## src/rtl/pwm_multi_channel.sv

```systemverilog
// N-channel PWM generator with a shared prescaler and period counter,
// double-buffered per-channel duty, edge- or center-aligned counting.
module pwm_multi_channel #(
  parameter int NUM_CH  = 4,
  parameter int CNT_W   = 16,
  parameter int PRESC_W = 8,
  parameter int CH_W    = (NUM_CH > 1) ? $clog2(NUM_CH) : 1
) (
  input  logic               clk,
  input  logic               rst,
  input  logic               i_en,
  input  logic [PRESC_W-1:0] i_prescale,
  input  logic [CNT_W-1:0]   i_period,
  input  logic               i_mode,
  input  logic               i_wr_en,
  input  logic [CH_W-1:0]    i_wr_ch,
  input  logic [CNT_W-1:0]   i_wr_duty,
  input  logic [NUM_CH-1:0]  i_ch_en,
  input  logic [NUM_CH-1:0]  i_invert,
  output logic [NUM_CH-1:0]  o_pwm,
  output logic               o_period_tick,
  output logic [NUM_CH-1:0]  o_pending
);

  typedef enum logic {UP = 1'b0, DOWN = 1'b1} dir_t;

  logic [PRESC_W-1:0] psc;
  logic [CNT_W-1:0]   cnt;
  logic [CNT_W-1:0]   period_q;
  logic               mode_q;
  dir_t               dir;
  logic [CNT_W-1:0]   shadow [NUM_CH];
  logic [CNT_W-1:0]   active [NUM_CH];

  logic               tick;
  logic               bnd;
  logic [CNT_W-1:0]   cnt_nxt;
  dir_t               dir_nxt;
  logic [NUM_CH-1:0]  raw;
  logic               wr_ok;

  assign wr_ok = i_wr_en && (int'(i_wr_ch) < NUM_CH);

  // NOTE: every signal gets a default before any branch, so no path leaves
  // a variable unassigned and no latch is inferred.
  always_comb begin
    tick    = i_en && (psc == i_prescale);
    cnt_nxt = cnt;
    dir_nxt = dir;
    bnd     = 1'b0;
    if (tick) begin
      if (period_q == '0) begin
        cnt_nxt = '0;
        dir_nxt = UP;
        bnd     = 1'b1;
      end else if (!mode_q) begin
        if (cnt >= period_q) begin
          cnt_nxt = '0;
          bnd     = 1'b1;
        end else begin
          cnt_nxt = cnt + 1'b1;
        end
      end else if (dir == UP) begin
        if (cnt >= period_q) begin
          cnt_nxt = period_q - 1'b1;
          dir_nxt = DOWN;
        end else begin
          cnt_nxt = cnt + 1'b1;
        end
      end else if (cnt == '0) begin
        // Valley of a center-aligned period: turn around and mark the boundary.
        cnt_nxt = CNT_W'(1);
        dir_nxt = UP;
        bnd     = 1'b1;
      end else begin
        cnt_nxt = cnt - 1'b1;
      end
      if (bnd && (i_mode != mode_q)) begin
        cnt_nxt = '0;
        dir_nxt = UP;
      end
    end
  end

  always_comb begin
    for (int k = 0; k < NUM_CH; k++) begin
      raw[k] = i_ch_en[k] & (cnt < active[k]);
    end
  end

  // NOTE: state uses non-blocking assignments so every register samples the
  // pre-edge values; a later assignment in the same block overrides an earlier one.
  always_ff @(posedge clk) begin
    if (rst) begin
      psc           <= '0;
      cnt           <= '0;
      dir           <= UP;
      period_q      <= '0;
      mode_q        <= 1'b0;
      o_pending     <= '0;
      o_pwm         <= '0;
      o_period_tick <= 1'b0;
      // NOTE: the duty arrays are small register files, not RAM, so they are
      // reset explicitly to keep every channel at a known duty of zero.
      for (int k = 0; k < NUM_CH; k++) begin
        shadow[k] <= '0;
        active[k] <= '0;
      end
    end else if (!i_en) begin
      psc           <= '0;
      cnt           <= '0;
      dir           <= UP;
      period_q      <= i_period;
      mode_q        <= i_mode;
      o_pending     <= '0;
      o_pwm         <= i_invert;
      o_period_tick <= 1'b0;
      for (int k = 0; k < NUM_CH; k++) begin
        active[k] <= shadow[k];
      end
      if (wr_ok) shadow[i_wr_ch] <= i_wr_duty;
    end else begin
      psc           <= (psc >= i_prescale) ? '0 : psc + 1'b1;
      cnt           <= cnt_nxt;
      dir           <= dir_nxt;
      o_period_tick <= bnd;
      o_pwm         <= raw ^ i_invert;
      if (bnd) begin
        period_q  <= i_period;
        mode_q    <= i_mode;
        o_pending <= '0;
        for (int k = 0; k < NUM_CH; k++) begin
          active[k] <= shadow[k];
        end
      end
      // A write on a boundary cycle lands in the shadow and stays pending.
      if (wr_ok) begin
        shadow[i_wr_ch]    <= i_wr_duty;
        o_pending[i_wr_ch] <= 1'b1;
      end
    end
  end

endmodule
```

## config.mk

```make
export PLATFORM = sky130hd
export DESIGN_NAME = pwm_multi_channel
export DESIGN_NICKNAME = d
export VERILOG_FILES = /design/src/rtl/pwm_multi_channel.sv
export SDC_FILE = /design/constraint.sdc
export NUM_CORES = 1
export LEC_CHECK = 0
export CELL_PAD_IN_SITES_DETAIL_PLACEMENT = 1
export CELL_PAD_IN_SITES_GLOBAL_PLACEMENT = 1
export CORE_MARGIN = 10
export CORE_UTILIZATION = 50
export DETAILED_ROUTE_END_ITERATION = 12
export GPL_TIMING_DRIVEN = 0
export PLACE_DENSITY_LB_ADDON = 0.1
export SYNTH_ARGS = -nofsm -noshare
export SYNTH_HDL_FRONTEND = slang
export SYNTH_SLANG_ARGS = --single-unit
export TNS_END_PERCENT = 50
```

## constraint.sdc

```tcl
create_clock -name clk -period 12 [get_ports clk]
set_clock_uncertainty 0.15 [all_clocks]
set_input_delay 2.4 -clock clk [delete_from_list [all_inputs] [get_ports clk]]
set_output_delay 2.4 -clock clk [all_outputs]
set_load 0.01 [all_outputs]
```

==> reports/qor.csv <==
metric,value,unit
core_area,19650,um^2
leakagePower,4.976,nW
synthSimpleGateAreaFrac,18.29,%
avgSynthCellArea,10.14,um^2
placed_cell_area,11080,um^2
max_cap_viol_count,0,
worst_ep_required_time,12.23,ns
power_density,125.3,nW/um^2
synth_nets,1138,
power.total,1.465,mW
cts_hold_buf,0,
grt_pass1_vias,8470,
dieArea,26200,um^2
dp_slack,6.557,ns
post_cts_buffers,0,
met2_length,15.17,mm
cp_cell_sequence,"clkdlybuf4s50_1, clkbuf_1, nand2b_1, nor2_1, clkbuf_1, nand2_1, a21boi_0, a31oi_1",
wl_per_cell,22.18,um
postLayoutCellArea,11690,um^2
die_width,161.9,um
rsz0062_at_grt,false,
final_cell_mix,"edfxtp_1 (128), inv_1 (108), nor2_1 (101)",
cts_tree,built,
hold_start,o_pending[1]$_SDFF_PP0_,
cts.sinks,179,
gp_congestion,0.9113,
numCtsBuffers,17,
wl_met3,1.835,mm
pin_count,64,
p_comb_share,10.6,%
holdPathStages,2,
clk_pin_slew,0.07,ns
synth_top_family_by_area,simple AND/OR/NAND/NOR gates,
ctsResizeCount,0,
post-route-min-period,5.089,ns
ir_drop,0.1356,mV
ys_types,63,
pwr-share-seq,49.0,%
final_antenna_net_count,0,
final_util,59.50,%
synth_ff_type,edfxtp_1,
fin_tns_setup,0,ns
critPathArrivalTime,5.32,ns
cpPeakStageDelay,0.57,ns
track_usage,23.37,%
routed_via_density,5.740,
rr_startpoint,cnt[0]$_SDFFE_PP0P_,
relSlewSlack,33.11,%
synth_async_sr_flop_share,0,%
antenna_found_initial,1,
power.switching,382.8,uW
synth_compound_area_share,11.37,%
finalNetCount,1223,
met1_length,12.30,mm
hold_viol_final,0,
post-route-period-util,42.41,%
rr_worst_depth,11,
crit_path_max_fanout,10,
r2r_slack,7.68,ns
num_vias,7784,
ys_seq_elements,179,
synth_cells,993,
ys_warn_count,0,
worstReg2RegEnd,active[2][10]$_DFFE_PP_,
synth_edf_count,128,
io_buffers,63,
row_count,51,
area_delta_synth_final,16.19,%
drv_slew,0,
die_h,161.9,um
worstHoldEndpoint,o_pending[1]$_SDFF_PP0_,
clkPwrFrac,40.5,%
worst_path_max_delay_cell,nor2_1,
synthMuxAreaShare,1.989,%
grt_overflow,0,
route.detailed.drc,0,
syn-cell-area,10060,um^2
status,finished clean,
root_buffer,clkbuf_16,
cp_num_buf_inv,3,
layout-drive-gt1-share,5.866,%
dr.pass1.iters,5,
cts_buffer_depth,2,
min_path_type,reg2reg,
clk_latency,0.45,ns
cpLargestDelayFamily,buffers and inverters,
routed_wl,30.08,mm
grt_first_pass_wirelength,47.17,mm
synthXorXnorAreaFrac,2.524,%
postLayoutSetupSlackWorst,6.911,ns
initial_core_util,51.21,%
internal_power,1.082,mW
top_layer,met4,
p_sw_share,26.13,%
fmax,0.1965,GHz
layout_commonest_cell,edfxtp_1,
final-setup-viol-count,0,
dr.first_iter.drc_count,507,
crit_path_end_kind,flip-flop,
htreeDepth,4,
cpMostUsedCell,clkbuf_1,
diodes,0,
crit_type,in2reg,
critPathLaunchType,primary input,
grt_start_max_net_pins,30,
yosysSeqAreaShare,48.33,%
worstMarginPinSlew,1.003,ns
synth-adder-area-share,11.19,%
dp_hpwl,21.72,mm
-- worst register-to-register path: cells and delay by family, from the launching register on --
| kind | cells | cell delay [ns] |
|---|---|---|
| AOI/OAI and AO/OA | 5 | 1.78 |
| buffers and inverters | 4 | 1.33 |
| DFF | 1 | 0.38 |
| adders and majority gates | 1 | 0.34 |
| and+or+nand+nor | 1 | 0.05 |
-- metal layers --
| layer | up-vias | global-route usage [%] |
|---|---|---|
| li1 | 3679 | - |
| met4 | 0 | 8.354 |
| met1 | 3806 | 27.40 |
| met3 | 54 | 4.904 |
| met2 | 245 | 41.24 |
| met5 | - | 0 |
-- cell usage after synthesis (23+ instances only) --
master / number / area share (%)
a21o_1: 23 / 1.7
a21oi_1: 41 / 2.0
and2_1: 66 / 4.1
clkbuf_1: 30 / 1.1
dfxtp_1: 51 / 10
edfxtp_1: 128 / 38
ha_1: 90 / 11
inv_1: 108 / 4.0
nand2_1: 50 / 1.9
nand3_1: 29 / 1.4
nand4_1: 23 / 1.4
nor2_1: 101 / 3.8
o21ai_0: 43 / 2.1
-- worst max-delay path by stage --
stage	end	slack, ns	cells past startpoint	from
4_1_cts	cnt[0]$_SDFFE_PP0P_	7.00	8	rst
3_3_place_gp	active[0][14]$_DFFE_PP_	3.94	7	i_prescale[7]
2_1_floorplan	active[0][0]$_DFFE_PP_	5.77	6	i_prescale[7]
6_report	cnt[0]$_SDFFE_PP0P_	6.91	8	rst
3_5_place_dp	cnt[0]$_SDFFE_PP0P_	6.56	8	rst
5_1_grt	active[0][15]$_DFFE_PP_	6.78	12	i_prescale[5]
-- flip-flops by register name (all words and copies together), names as in the netlist, 4 cells and up --
name,count
cnt,16
o_pending,4
period_q,16
shadow,64
o_pwm,4
active,64
psc,8
-- power groups by stage --
stage	clock network (mW)	logic [mW]	registers [mW]
finish	0.593	0.155	0.717
global route	0.622	0.172	0.721
CTS	0.597	0.156	0.717
detailed placement	0	0.152	0.730
global placement	0	0.143	0.728
floorplan	0	0.0901	0.725
-- area by class of cell --
cell class	instances	area [um^2]
sequential	179	4865
clock buffer	17	425.4
multi-input combinational	664	4581
inverter	108	405.4
fill	2218	7960
buffer	42	229.0
timing repair buffer	66	673.1
clock inverter	15	183.9
tap	265	331.6
-- cell families (layout without fill, tap and decap cells) --
logic type | after synthesis | count (layout)
simple gates | 351 | 351
flops | 179 | 179
compound gates | 174 | 174
buf+inv | 150 | 248
fa+ha+maj | 90 | 90
xor+xnor | 29 | 29
mux | 20 | 20
-- stage by stage --
| step | hold WS (ns) | cells |
|---|---|---|
| floorplan | 0.2989 | 993 |
| global placement | 0.3157 | 1321 |
| detailed placement | 0.3209 | 1324 |
| CTS | 0.3312 | 1356 |
| global route | 0.3607 | 1356 |
| finish | 0.3285 | 1356 |
Note: power is estimated with default switching activity, not from simulation.
